`src/rtl/fp_add_sched.sv`:
```
// fp_add_sched_pkg + fp_add_sched
//
// Shares one floating-point adder between NUM_REQ requesters. Requests are
// arbitrated round-robin. The winning operands are registered and held on
// the adder port until the adder reports done. The unrounded result bundle
// is then captured and returned to the requester that issued it. Rounding
// happens downstream of the response channel, so the bundle carries the
// rounding mode with it.
//
// Handshake rule, used by every channel in this block: a transfer happens
// on a rising clk_i edge where valid and ready are both 1. A producer may
// raise or drop valid freely until that edge. The consumer's ready may
// depend combinationally on valid. Nothing is transferred in a cycle where
// either one is 0.
//
// Ports (fp_add_sched):
//   clk_i, rst_ni            clock, synchronous active-low reset
//   req_valid_i/ready_o      per-requester request handshake (ready one-hot or 0)
//   req_a_i, req_b_i         per-requester operands
//   req_sub_i, req_rnd_i     per-requester subtract select and rounding mode
//   rsp_valid_o/ready_i      per-requester response handshake (valid one-hot or 0)
//   rsp_res_o, rsp_id_o      captured result bundle and its owner index
//   add_a_o, add_b_o         operands to the shared adder
//   add_sub_o, add_rnd_o     subtract select and rounding mode to the adder
//   add_start_o, add_done_i  adder start / done
//   add_res_i                adder result bundle
//   busy_o                   scheduler is not idle
//   op_cnt_o                 completed response handshakes (wraps at 2^32)
//   state_o                  current FSM state, for observation

package fp_add_sched_pkg;

  typedef enum logic [1:0] {
    FP16 = 2'd0,
    BF16 = 2'd1,
    FP32 = 2'd2,
    FP64 = 2'd3
  } fp_format_e;

  typedef enum logic [2:0] {
    RNE = 3'd0,
    RTZ = 3'd1,
    RDN = 3'd2,
    RUP = 3'd3,
    RMM = 3'd4
  } roundmode_e;

  // Wide enough for the largest format; narrower results are zero-extended.
  localparam int RES_W = 64;

  // Adder output before rounding: the raw result word, the rounding mode it
  // must be rounded with, a flag saying rounding is needed, and the
  // round/sticky bits.
  typedef struct packed {
    logic [RES_W-1:0] u_result;
    roundmode_e       rnd;
    logic             round_en;
    logic [1:0]       rs;
  } uround_res_t;

  typedef enum logic [1:0] {
    ST_IDLE  = 2'd0,
    ST_ISSUE = 2'd1,
    ST_RESP  = 2'd2
  } state_e;

  function automatic int fp_width(input fp_format_e fmt);
    case (fmt)
      FP16:    return 16;
      BF16:    return 16;
      FP32:    return 32;
      default: return 64;
    endcase
  endfunction

endpackage

module fp_add_sched
  import fp_add_sched_pkg::*;
#(
  parameter fp_format_e FP_FORMAT = FP32,
  parameter int         NUM_REQ   = 2,
  localparam int        FP_WIDTH  = fp_width(FP_FORMAT),
  localparam int        ID_W      = $clog2(NUM_REQ)
) (
  input  logic                             clk_i,
  input  logic                             rst_ni,
  input  logic       [NUM_REQ-1:0]               req_valid_i,
  output logic       [NUM_REQ-1:0]               req_ready_o,
  input  logic       [NUM_REQ-1:0][FP_WIDTH-1:0] req_a_i,
  input  logic       [NUM_REQ-1:0][FP_WIDTH-1:0] req_b_i,
  input  logic       [NUM_REQ-1:0]               req_sub_i,
  input  roundmode_e [NUM_REQ-1:0]               req_rnd_i,
  output logic       [NUM_REQ-1:0]               rsp_valid_o,
  input  logic       [NUM_REQ-1:0]               rsp_ready_i,
  output uround_res_t                      rsp_res_o,
  output logic       [ID_W-1:0]            rsp_id_o,
  output logic       [FP_WIDTH-1:0]        add_a_o,
  output logic       [FP_WIDTH-1:0]        add_b_o,
  output logic                             add_sub_o,
  output roundmode_e                       add_rnd_o,
  output logic                             add_start_o,
  input  logic                             add_done_i,
  input  uround_res_t                      add_res_i,
  output logic                             busy_o,
  output logic       [31:0]                op_cnt_o,
  output state_e                           state_o
);

  state_e              state_q, state_d;
  logic [ID_W-1:0]     prio_q;
  logic [ID_W-1:0]     owner_q;
  logic [FP_WIDTH-1:0] a_q, b_q;
  logic                sub_q;
  roundmode_e          rnd_q;
  uround_res_t         res_q;
  logic [31:0]         op_cnt_q;

  logic                grant_found;
  logic [ID_W-1:0]     grant_idx;
  logic [ID_W-1:0]     prio_nxt;
  logic                req_hs;
  logic                rsp_hs;
  logic                res_cap;

  // Round-robin scan starting at prio_q. The modulo keeps the scan inside
  // 0..NUM_REQ-1 when NUM_REQ is not a power of two.
  always_comb begin
    int              idx_int;
    logic [ID_W-1:0] idx;
    grant_found = 1'b0;
    grant_idx   = '0;
    idx_int     = 0;
    idx         = '0;
    for (int i = 0; i < NUM_REQ; i++) begin
      idx_int = (int'(prio_q) + i) % NUM_REQ;
      idx     = idx_int[ID_W-1:0];
      if (!grant_found && req_valid_i[idx]) begin
        grant_found = 1'b1;
        grant_idx   = idx;
      end
    end
  end

  assign prio_nxt = (grant_idx == ID_W'(NUM_REQ - 1)) ? '0 : grant_idx + ID_W'(1);

  // A request cycle that coincides with reset is overridden by the reset.
  // Gating ready with reset keeps the requester from seeing a phantom accept.
  assign req_hs  = rst_ni && (state_q == ST_IDLE) && grant_found;
  assign rsp_hs  = (state_q == ST_RESP) && rsp_ready_i[owner_q];
  assign res_cap = (state_q == ST_ISSUE) && add_done_i;

  // Next-state logic
  always_comb begin
    state_d = state_q;
    case (state_q)
      ST_IDLE:  if (req_hs)  state_d = ST_ISSUE;
      ST_ISSUE: if (res_cap) state_d = ST_RESP;
      ST_RESP:  if (rsp_hs)  state_d = ST_IDLE;
      default:               state_d = ST_IDLE;
    endcase
  end

  always_ff @(posedge clk_i) begin
    if (!rst_ni) begin
      state_q  <= ST_IDLE;
      prio_q   <= '0;
      owner_q  <= '0;
      a_q      <= '0;
      b_q      <= '0;
      sub_q    <= 1'b0;
      rnd_q    <= RNE;
      res_q    <= '0;
      op_cnt_q <= '0;
    end else begin
      state_q <= state_d;
      if (req_hs) begin
        prio_q  <= prio_nxt;
        owner_q <= grant_idx;
        a_q     <= req_a_i[grant_idx];
        b_q     <= req_b_i[grant_idx];
        sub_q   <= req_sub_i[grant_idx];
        rnd_q   <= req_rnd_i[grant_idx];
      end
      if (res_cap) begin
        res_q <= add_res_i;
      end
      if (rsp_hs) begin
        op_cnt_q <= op_cnt_q + 32'd1;
      end
    end
  end

  // The operand registers drive the adder in every state. Only start is
  // qualified by the state.
  assign add_a_o     = a_q;
  assign add_b_o     = b_q;
  assign add_sub_o   = sub_q;
  assign add_rnd_o   = rnd_q;
  assign add_start_o = (state_q == ST_ISSUE);

  assign req_ready_o = req_hs ? (NUM_REQ'(1) << grant_idx) : '0;
  assign rsp_valid_o = (state_q == ST_RESP) ? (NUM_REQ'(1) << owner_q) : '0;
  assign rsp_res_o   = res_q;
  assign rsp_id_o    = owner_q;

  assign busy_o   = (state_q != ST_IDLE);
  assign op_cnt_o = op_cnt_q;
  assign state_o  = state_q;

endmodule

```
`config.mk`:
```
export PLATFORM = sky130hd
export DESIGN_NAME = fp_add_sched
export DESIGN_NICKNAME = d
export VERILOG_FILES = /design/src/rtl/fp_add_sched.sv
export SDC_FILE = /design/constraint.sdc
export NUM_CORES = 1
export LEC_CHECK = 0
export CAP_MARGIN = 20
export CORE_AREA = 2 2 153 155
export DETAILED_ROUTE_END_ITERATION = 8
export DIE_AREA = 0 0 155 157
export DONT_BUFFER_PORTS = 1
export PLACE_DENSITY_LB_ADDON = 0.2
export SLEW_MARGIN = 30
export SYNTH_ARGS = -nofsm -noshare
export SYNTH_HDL_FRONTEND = slang
export SYNTH_SLANG_ARGS = --single-unit
```
`constraint.sdc`:
```
create_clock -name clk_i -period 2.2 [get_ports clk_i]
set_input_delay 0.22 -clock clk_i [delete_from_list [all_inputs] [get_ports clk_i]]
set_output_delay 0.22 -clock clk_i [all_outputs]
set_load 0.05 [all_outputs]
```
# After elaboration in Yosys (flattened, before gate mapping)
# Cells that the tools add are included.
[totals] mem_bits_rw=0 reg_bits=174 inputBits=213 elab_cells=60 mem_count=0 mem_bits_ro=0 latchBits=0
[classes] n_eq_ne=5 add_sub_neg=3 magnitude_cmp=4 n_reduce_logical=9 shifts=2 muxes=25 bitwise_logic=0 div_mod_pow=0 n_mul=0
[ops] cell="2-to-1 mux 32 bit" count=4
[ops] cell="adder 32 x 1 -> 32 bit, second input constant" count=1
[ops] cell="2-to-1 mux 1 bit" count=13
[ops] cell="2-to-1 mux 2 bit" count=5
[ops] cell="< comparator 1 x 2 -> 1 bit, second input constant" count=4
[ops] cell="2-to-1 mux 3 bit" count=2
[ops] cell="case mux 2 bit (3 select lines)" count=1
[ops] cell="logical AND 1 bit" count=5
[ops] cell="!= test 2 bit, second input constant" count=2
[ops] cell="left shift 1 x 1 -> 2 bit, first input constant" count=2
[ops] cell="AND reduction 3 bit" count=1
[ops] cell="adder 1 bit, second input constant" count=2
[ops] cell="== test 2 x 1 -> 1 bit, second input constant" count=1
[ops] cell="== test 2 bit, second input constant" count=1
[ops] cell="zero test 2 bit" count=1
[ops] cell="!= test 2 x 1 -> 1 bit, second input constant" count=1
[ops] cell="nonzero test 2 bit" count=1
[ops] cell="zero test 1 bit" count=1

# Depth between registers and ports, before layout
# Gate-level depths: netlist of run 1.
[depth] depth_word=9 mapped_depth=6 depth_no_buf=5

# Worst setup path after synthesis of run 1
# Ideal clock, no wire load.
[synth_path] path_kind="register to output" from="register state_q[1] (netlist: state_o[1])" to="output port req_ready_o[0]" required_time_ps=1980 t_arrival_ps=2327 stages_incl_launch_ff=6 path_slack_ps=-347 path_cell_list="dfxtp_1 or2_2 nor3_1 clkbuf_1 clkbuf_1 and2_1"
[synth_between] elab_chain_len=4
[synth_rtl] element="start: declaration" line="110" rtl="state_e state_q, state_d;"
[synth_rtl] element="start signal: assignment" line="176" rtl="state_q <= state_d;"
[synth_rtl] element="zero test 2 bit" line="149" rtl="assign req_hs = rst_ni && (state_q == ST_IDLE) && grant_found;"
[synth_rtl] element="logical AND 1 bit (2 in a row)" line="149"
[synth_rtl] element="2-to-1 mux 2 bit" line="202" rtl="assign req_ready_o = req_hs ? (NUM_REQ'(1) << grant_idx) : '0;"
[synth_rtl] element="end: declaration" line="89" rtl="output logic [NUM_REQ-1:0] req_ready_o,"
# Every way passes these cells.

# Final worst setup path of run 1
[layout_path] from="register state_q[0] (netlist: state_o[0])" to="output port req_ready_o[1]"
# The elaborated chain is that of the path after synthesis.

==> results.toml, run 1 <==
[critical_path]
critPathRequiredTime_ns = 1.98
crit_path_end_kind = "primary output"
setup.worst_path.start = "state_o[0]"
reg2reg_to = "op_cnt_o[27]"
cp.arrival_ns = 1.89
cp-start-kind = "register"
reg2reg_depth = 5
rr_startpoint = "op_cnt_o[14]"
critPathKind = "register to primary output"
r2r_slack_ns = 0.10
critPathMaxFanout = 7

[min_path]
hp-start = "req_a_i[52]"
hp-class = "input port to register"
hold_path_depth = 2
holdPathEnd = "add_a_o[20]"

[detailed_routing]
vias = 6297
routed_via_density = 5.18
avgRoutedWirePerCell_um = 19.0
routed_wl_um = 23200
drc = 0
first_pass_iters = 4
ant_nets = 0
drtIter0Drc = 398

[sta]
setup_viol = 0
fmax_ghz = 0.474
fin_skew_ns = 0.0149
rsz0062_at_grt = "no"
slew_viol_final = 0
max_slew_margin_pct = 51.8
finalCritPeriodShare_pct = 96.0
hold_violations = 0
final.setup.tns_ns = 0
worst_slew_pin_slew_ns = 0.724
period_needed_ns = 2.11

[synthesis]
synth_edf_count = 0
synth.ff_latch_count = 174
synth_area_um2 = 7120
synth_ff_type = "dfxtp_1"
syn_nets = 1041
synthCells = 827
avgSynthCellArea_um2 = 8.60
ys_seq_area_share_pct = 49.0
async_flop_share_pct = 0
yosysUniqueCellTypes = 37
synth_warnings = 0

[global_routing]
grt_max_degree = 69
grt-ovfl-total = 0
grt_first_pass_wirelength_um = 33900
grt_pass1_vias = 5924
antenna_found_initial = 1
grt_usage_pct = 18.0

[die]
io_pins = 392
row_count = 55
coreArea_um2 = 22500
dieArea_um2 = 24300
die_y_um = 157
chipWidth_um = 155
initial_core_util_pct = 31.6

[placed_design]
dpl.hpwl_um = 16500
gp_congestion = 0.727
port_buffers = 0

[cts]
path_clk_slew_ns = 0.08
cts_buffers = 17
htreeDepth = 4
clock_path_buffers = 2
root_buffer = "clkbuf_16"
clkLatencyLatePin_ns = 0.43
clock_sinks = 174
cts_tree = "done"

[cells_and_area]
drive_gt1_share_pct = 11.6
area_growth_pct = 28.7
nNetsFinal = 1132
fin_util_pct = 40.7

[power_and_ir_drop]
powerDensity_nw_per_um2 = 885
ir_drop_uv = 406
leakage_uw = 0.00351

[status]
status = "finished, final reports clean"

[job]
drv_cap = 0
==> area by class of cell <==
class	instances	area, µm²
Fill cell	2247	13300
Sequential cell	174	3490
Multi-Input combinational cell	582	3410
Timing Repair Buffer	138	1320
Clock buffer	17	425
Tap cell	285	357
Clock inverter	14	139
Inverter	5	21.3
Antenna cell	1	2.50
==> cells in the final DEF, fill, tap and decap left out, drive strengths merged, types with 8 or more instances in the layout <==
master	count
a21oi	90
o31ai	13
or4	14
nand4	9
a211oi	68
nand3	15
nand2	156
inv	13
mux2i	70
dlygate4sd3	77
clkbuf	17
dfxtp	174
nor2	81
buf	60
o21ai	8
==> metrics by stage <==
| stage | cells | setup WS, ns | instance area [µm²] | total power [µW] | hold WS, ns |
|---|---|---|---|---|---|
| 2_1_floorplan | 827 | -0.0783 | 7130 | 4850 | 0.356 |
| 3_3_place_gp | 1105 | 0.188 | 7780 | 5110 | 0.348 |
| 3_5_place_dp | 1105 | 0.170 | 7780 | 5120 | 0.343 |
| 4_1_cts | 1214 | 0.0112 | 9130 | 8200 | 0.00356 |
| 5_1_grt | 1216 | 0.0168 | 9160 | 8450 | 0.00526 |
| 6_report | 1216 | 0.0886 | 9160 | 8100 | 0.0258 |
==> worst max-delay path, stage by stage (launching register included) <==
cell and delay [ns]:
dfxtp_1 0.32, buf_6 0.16, or2_4 0.26, or3_4 0.39, nor2_2 0.16, buf_6 0.18
==> report_power, final <==
| part | switching [µW] | internal, µW | total (µW) |
|---|---|---|---|
| Combinational | 529 | 412 | 941 |
| Clock | 1430 | 1500 | 2940 |
| Sequential | 863 | 3360 | 4220 |
| Total | 2830 | 5270 | 8100 |
==> flip-flops by register name, indices dropped and copies added (netlist names) <==
register and count:
op_cnt_o 32, add_rnd_o 3, add_b_o 32, add_a_o 32, prio_q 1, rsp_res_o 70
state_o 2, rsp_id_o 1, add_sub_o 1
==> worst max path at each step <==
stage | endpoint | slack (ns) | cells after the start
after floorplan | req_ready_o[0] | -0.08 | 5
after global placement | op_cnt_o[26] | 0.19 | 5
after detailed placement | op_cnt_o[26] | 0.17 | 5
after CTS | req_ready_o[1] | 0.01 | 5
after global routing | op_cnt_o[27] | 0.02 | 5
final | req_ready_o[1] | 0.09 | 5
==> metal layers <==
layer	vias to the layer above	wire [µm]	global-route usage (%)
met2	254	11600	30.3
met4	0	398	6.08
met3	23	1950	6.83
met5	-	0	0
li1	3105	-	-
met1	2915	9250	21.0
==> cell families after synthesis <==
group / count (synthesis) / share of synthesized area (%)
multiplexers: 71 / 10.0
AND/OR/NAND/NOR: 314 / 19.6
AO/OA/AOI/OAI: 188 / 16.5
flip-flops: 174 / 49.0
adder cells (fa/ha/maj): 1 / 0.176
buffers and inverters: 71 / 3.76
XOR/XNOR: 8 / 0.985
==> synthesized netlist by cell type, types with 5 or more instances <==
library cell	instances	share of area [%]
nand4_1	9	0.79
and2_1	7	0.62
dfxtp_1	174	49
or4_1	14	1.5
a211oi_1	68	7.2
buf_1	6	0.32
nor2_1	81	4.3
clkbuf_1	59	3.1
o31ai_1	13	1.4
mux2i_1	70	9.8
nand2b_1	5	0.44
or3_1	6	0.53
a21oi_1	90	6.3
nand2_1	156	8.2
and4_1	5	0.62
nand3_1	15	1.1
o21ai_0	8	0.56
==> timing repair <==
| item | in CTS | in global routing |
|---|---|---|
| endpoints found under the hold margin | 84 | 0 |
| pin swaps | 0 | 2 |
| hold buffers | 78 | 0 |
| gates resized for setup | 2 | 5 |
| buffers inserted | 0 | 1 |
| endpoints found under the setup margin | 2 | 5 |
(Power assumes the default switching activity.)
==> run 2, diff against run 1 <==
--- a/config.mk
+++ b/config.mk
@@ -6,6 +6,8 @@
 export NUM_CORES = 1
 export LEC_CHECK = 0
 export CAP_MARGIN = 20
+export CELL_PAD_IN_SITES_DETAIL_PLACEMENT = 0
+export CELL_PAD_IN_SITES_GLOBAL_PLACEMENT = 1
 export CORE_AREA = 2 2 153 155
 export DETAILED_ROUTE_END_ITERATION = 8
 export DIE_AREA = 0 0 155 157
==> run 2 against run 1 <==
Via count rose by 0.52%. Clock skew up 0.0010 ns. Sequential share of layout area about the same. Cell count shrank 0.58%. Critical endpoint unchanged. Largest cell class unchanged. Sequential power about the same. Worst hold slack lost 0.0032 ns. First-iteration DRC count is 2.3% lower. Combinational power increased by 1%. Maximum frequency grew 1.6%. Non-clock buffer count decreased by 5. Flip-flop and latch count is the same.
==> results.toml, run 2 (synthesized netlist as in run 1, its figures left out) <==
[cells_and_area]
largest_reg_flops = 70
n_fill_cell = 2232
fin_cells = 1209
nNetsFinal = 1127
layout_commonest_cell = "dfxtp_1"
final_area_um2 = 9150
drive_gt1_share_pct = 10.8
antennaDiodeCount = 0
fin_util_pct = 40.7
most-common-layout-cells = "170 x dfxtp_1, 155 x nand2_1, 90 x a21oi_1"
area_growth_pct = 28.6

[detailed_routing]
avgRoutedWirePerCell_um = 19.4
vias = 6330
first_pass_iters = 5
routed_via_density = 5.24
routed_wl_um = 23400
drtIter0Drc = 389
drc = 0
ant_nets = 0

[cts]
cts_tree = "done"
root_buffer = "clkbuf_16"
clock_sinks = 174
path_clk_slew_ns = 0.08
cts_buffers = 17
htreeDepth = 4
clock_path_buffers = 2
cts_setup_buffers = 0
clkLatencyLatePin_ns = 0.43

[die]
chipWidth_um = 155
dieArea_um2 = 24300
row_count = 55
die_y_um = 157
initial_core_util_pct = 31.6
io_pins = 392
coreArea_um2 = 22500

[global_routing]
grt_usage_pct = 18.3
antenna_found_initial = 1
grt-ovfl-total = 0
grt_pass1_vias = 6063
grt_max_degree = 81
grt_first_pass_wirelength_um = 34600

[critical_path]
critPathRequiredTime_ns = 1.98
critPathMaxFanout = 7
path_cells = "buf_4 -> or2_4 -> or3_4 -> nor2_2 -> buf_6"
cp_slowest_stage_delay_ns = 0.38
cp.arrival_ns = 1.86
crit_path_end_kind = "primary output"
crit_slowest_cell = "or3_4"
cp-start-kind = "register"
critPathKind = "register to primary output"

[sta]
slew_viol_final = 0
finalCritPeriodShare_pct = 94.4
period_needed_ns = 2.08
whs_ns = 0.0226
rsz0062_at_grt = "no"
fin_skew_ns = 0.0160
setup_viol = 0
worst_slew_pin_slew_ns = 0.866
fmax_ghz = 0.481
max_slew_margin_pct = 42.2
hold_violations = 0

[power_and_ir_drop]
powerDensity_nw_per_um2 = 922
p_total_uw = 8440
ir_drop_uv = 452
leakage_uw = 0.00350

[job]
drv_cap = 0

[placed_design]
port_buffers = 0
dpl.hpwl_um = 17100
gp_congestion = 0.774
placed_cells = 1100
placed_cell_area_um2 = 7710

[status]
status = "finished, final reports clean"

[min_path]
hp-class = "input port to register"
run 2: cell count changes in the layout (fill, tap and decap cells not counted), sizes merged:
cell | before | now
buf | 60 | 54
bufinv | 0 | 4
clkinv | 5 | 1
clkinvlp | 1 | 0
diode | 1 | 0
dlygate4sd3 | 77 | 78
run 2: final cells by class:
| cell class | count | area (µm²) | area share [%] |
|---|---|---|---|
| Tap cell | 285 | 357 | 3.90 |
| Inverter | 5 | 21.3 | 0.232 |
| Multi-Input combinational cell | 582 | 3400 | 37.2 |
| Sequential cell | 174 | 3490 | 38.1 |
| Clock inverter | 13 | 203 | 2.22 |
| Timing Repair Buffer | 133 | 1250 | 13.7 |
| Clock buffer | 17 | 425 | 4.65 |
run 2: final timing paths:
path | to | from | slack [ns] | cells after the start
setup / recovery | req_ready_o[1] | state_o[0] | 0.12 | 5
setup reg to reg | op_cnt_o[26] | op_cnt_o[0] | 0.22 | 5
hold reg to reg | op_cnt_o[28] | op_cnt_o[28] | 0.53 | 2
hold / removal | add_b_o[29] | req_b_i[61] | 0.02 | 2
run 2: power breakdown:
group          total [µW]  switching (µW)  internal [µW]  leakage, µW
clock                3280            1350           1930     0.000311
combinational         952             551            400      0.00177
sequential           4210             849           3360      0.00142
run 2: through the flow:
step / setup TNS (ns) / worst slack (ns)
final: 0 / 0.123
after global placement: 0 / 0.199
after floorplan: -2.39 / -0.0783
after CTS: 0 / 0.00635
after detailed placement: 0 / 0.104
after global routing: 0 / 0.0250
run 2: worst max-delay path: cells and delay by family, from the launching register on:
| family | cells | cell delay [ns] |
|---|---|---|
| buffers and inverters | 2 | 0.38 |
| flip-flops | 1 | 0.31 |
| AND/OR/NAND/NOR | 3 | 0.74 |
run 2: what timing repair did:
item,CTS,global route
hold endpoints to repair,82,0
hold buffers,79,0
setup endpoints to repair,0,3
gates resized for setup,0,5
run 2: layer usage:
metal	vias to the layer above	GRT usage (%)	wire length (µm)
met3	35	6.11	1940
met5	-	0	16
met2	289	32.0	11900
li1	3082	-	-
met4	2	6.22	486
met1	2922	20.9	9120
==> run 3, diff against run 2 <==
--- a/config.mk
+++ b/config.mk
@@ -13,6 +13,7 @@
 export DIE_AREA = 0 0 155 157
 export DONT_BUFFER_PORTS = 1
 export PLACE_DENSITY_LB_ADDON = 0.2
+export SETUP_SLACK_MARGIN = 0.5
 export SLEW_MARGIN = 30
 export SYNTH_ARGS = -nofsm -noshare
 export SYNTH_HDL_FRONTEND = slang
==> run 3 against run 2 <==
Sequential share of layout area is 4.7 points lower. Via count grew 6.8%. Register-to-register slack improved by 0.03 ns. Non-clock buffer count rose by 46. Power grew 3.1%. Sequential power about the same. Combinational power rose by 54%. Clock skew barely moved. Critical path depth is 2 lower. Clock power is 8.5% lower. Highest routed layer unchanged.
==> results.toml, run 3 (synthesized netlist as in run 1, its figures left out) <==
[cts]
cts_buffers = 17
htreeDepth = 4
root_buffer = "clkbuf_16"
clkLatencyLatePin_ns = 0.44
clock_sinks = 174
clock_path_buffers = 2
path_clk_slew_ns = 0.07
cts_tree = "done"

[cells_and_area]
nNetsFinal = 1173
final_area_um2 = 10700
drive_gt1_share_pct = 30.3
antennaDiodeCount = 0
area_growth_pct = 50.3
layout_commonest_cell = "nand2_1"
most-common-layout-cells = "154 x nand2_1, 147 x dfxtp_1, 83 x a21oi_1"
n_fill_cell = 2079
largest_reg_flops = 70
fin_cells = 1257

[critical_path]
crit_slowest_cell = "or3_4"
cp-start-kind = "register"
crit_end = "req_ready_o[1]"
reg2reg_to = "op_cnt_o[22]"
crit_path_end_kind = "primary output"
r2r_slack_ns = 0.25
reg2reg_depth = 4
critPathRequiredTime_ns = 1.98
cp_slowest_stage_delay_ns = 0.37
rr_startpoint = "rsp_id_o"
setup.worst_path.start = "state_o[1]"
critPathMaxFanout = 3
critPathKind = "register to primary output"
cp.arrival_ns = 1.80
path_cells = "or2_4 -> or3_4 -> nor2_4"

[sta]
whs_ns = 0.0287
max_slew_margin_pct = 37.6
final.setup.tns_ns = 0
fmax_ghz = 0.496
finalCritPeriodShare_pct = 91.7
worst_slack_ns = 0.183
worst_slew_pin_slew_ns = 0.936
slew_viol_final = 0
setup_viol = 0
rsz0062_at_grt = "yes"
hold_violations = 0
period_needed_ns = 2.02
fin_skew_ns = 0.0161

[job]
drv_cap = 0

[power_and_ir_drop]
ir_drop_uv = 399
powerDensity_nw_per_um2 = 813
p_seq_share_pct = 48.6
power.switching_uw = 3090
swShare_pct = 35.5
internal-power_uw = 5610
comb_power_share_pct = 16.9
clkPwrFrac_pct = 34.5
leakage_uw = 0.00404

[die]
die_y_um = 157
coreArea_um2 = 22500
io_pins = 392
row_count = 55
chipWidth_um = 155
dieArea_um2 = 24300
initial_core_util_pct = 31.6

[min_path]
hp-class = "input port to register"

[detailed_routing]
drc = 0
avgRoutedWirePerCell_um = 21.1
ant_nets = 0
drtIter0Drc = 335
vias = 6763
routed_via_density = 5.38
first_pass_iters = 4
routed_wl_um = 26500

[placed_design]
port_buffers = 0
placed_cell_area_um2 = 7750
dpl.hpwl_um = 16600
gp_congestion = 0.772
preCtsSetupSlack_ns = 0.178
placed_cells = 1087

[global_routing]
grt_first_pass_wirelength_um = 35600
grt_usage_pct = 18.9
grt_pass1_vias = 6385
antenna_found_initial = 2
grt_max_degree = 73
grt-ovfl-total = 0

[status]
status = "finished, final reports clean"
[run 3: changes by cell type in the layout (fill, tap and decap cells not counted), sizes merged]
cell | before | now
bufinv | 4 | 0
clkinv | 1 | 4
buf | 54 | 88
inv | 13 | 15
dlymetal6s4s | 1 | 0
clkbuf | 17 | 31
[run 3: power groups by stage]
stage                     sequential (µW)  clock [µW]  combinational [µW]
after floorplan                      4230           0                 620
after global placement               4290           0                 789
after detailed placement             4290           0                 816
after CTS                            4210        3090                1070
after global routing                 4250        3220                1580
final                                4230        3000                1470
[run 3: area by class of cell]
| cell class | count | area, µm² | share of cell area [%] |
|---|---|---|---|
| clock buffers | 18 | 439 | 4.11 |
| inverters | 5 | 21.3 | 0.199 |
| repair buffers | 179 | 2100 | 19.7 |
| multi-input cells | 582 | 4060 | 38.0 |
| well taps | 285 | 357 | 3.34 |
| flip-flops and latches | 174 | 3570 | 33.4 |
| clock inverters | 14 | 139 | 1.30 |
[run 3: through the flow]
step	power (µW)	util, %
2_1_floorplan	4850	-
3_3_place_gp	5080	34.5
3_5_place_dp	5110	34.5
4_1_cts	8370	42.3
5_1_grt	9050	47.5
6_report	8690	47.5
[run 3: repair_timing]
action | 4_1_cts | 5_1_grt
hold buffers | 78 | 0
gates cloned | 4 | 16
pin swaps | 15 | 72
endpoints found under the hold margin | 84 | 0
setup endpoints to repair | 74 | 93
resized for setup | 39 | 156
setup buffers | 20 | 20
[run 3: worst min-delay path by stage]
stage / start / end / slack, ns / cells after the start
2_1_floorplan: add_res_i[1] / rsp_res_o[1] / 0.36 / 2
3_3_place_gp: rst_ni / rsp_id_o / 0.34 / 1
3_5_place_dp: rst_ni / rsp_id_o / 0.35 / 1
4_1_cts: req_a_i[31] / add_a_o[31] / 0.002 / 2
5_1_grt: req_b_i[33] / add_b_o[1] / 0.03 / 2
6_report: req_a_i[57] / add_a_o[25] / 0.03 / 2
[run 3: worst max-delay path: cells and delay by family, from the launching register on]
family	cells	cell delay, ns
DFF	1	0.34
and+or+nand+nor	3	1.03
[run 3: routing by layer]
metal	GRT usage [%]	vias up	share of wire, %
met5	0	-	0.060
met4	7.05	2	2.9
met3	6.64	55	7.6
met2	33.3	299	52
met1	20.9	3231	38
li1	-	3176	-
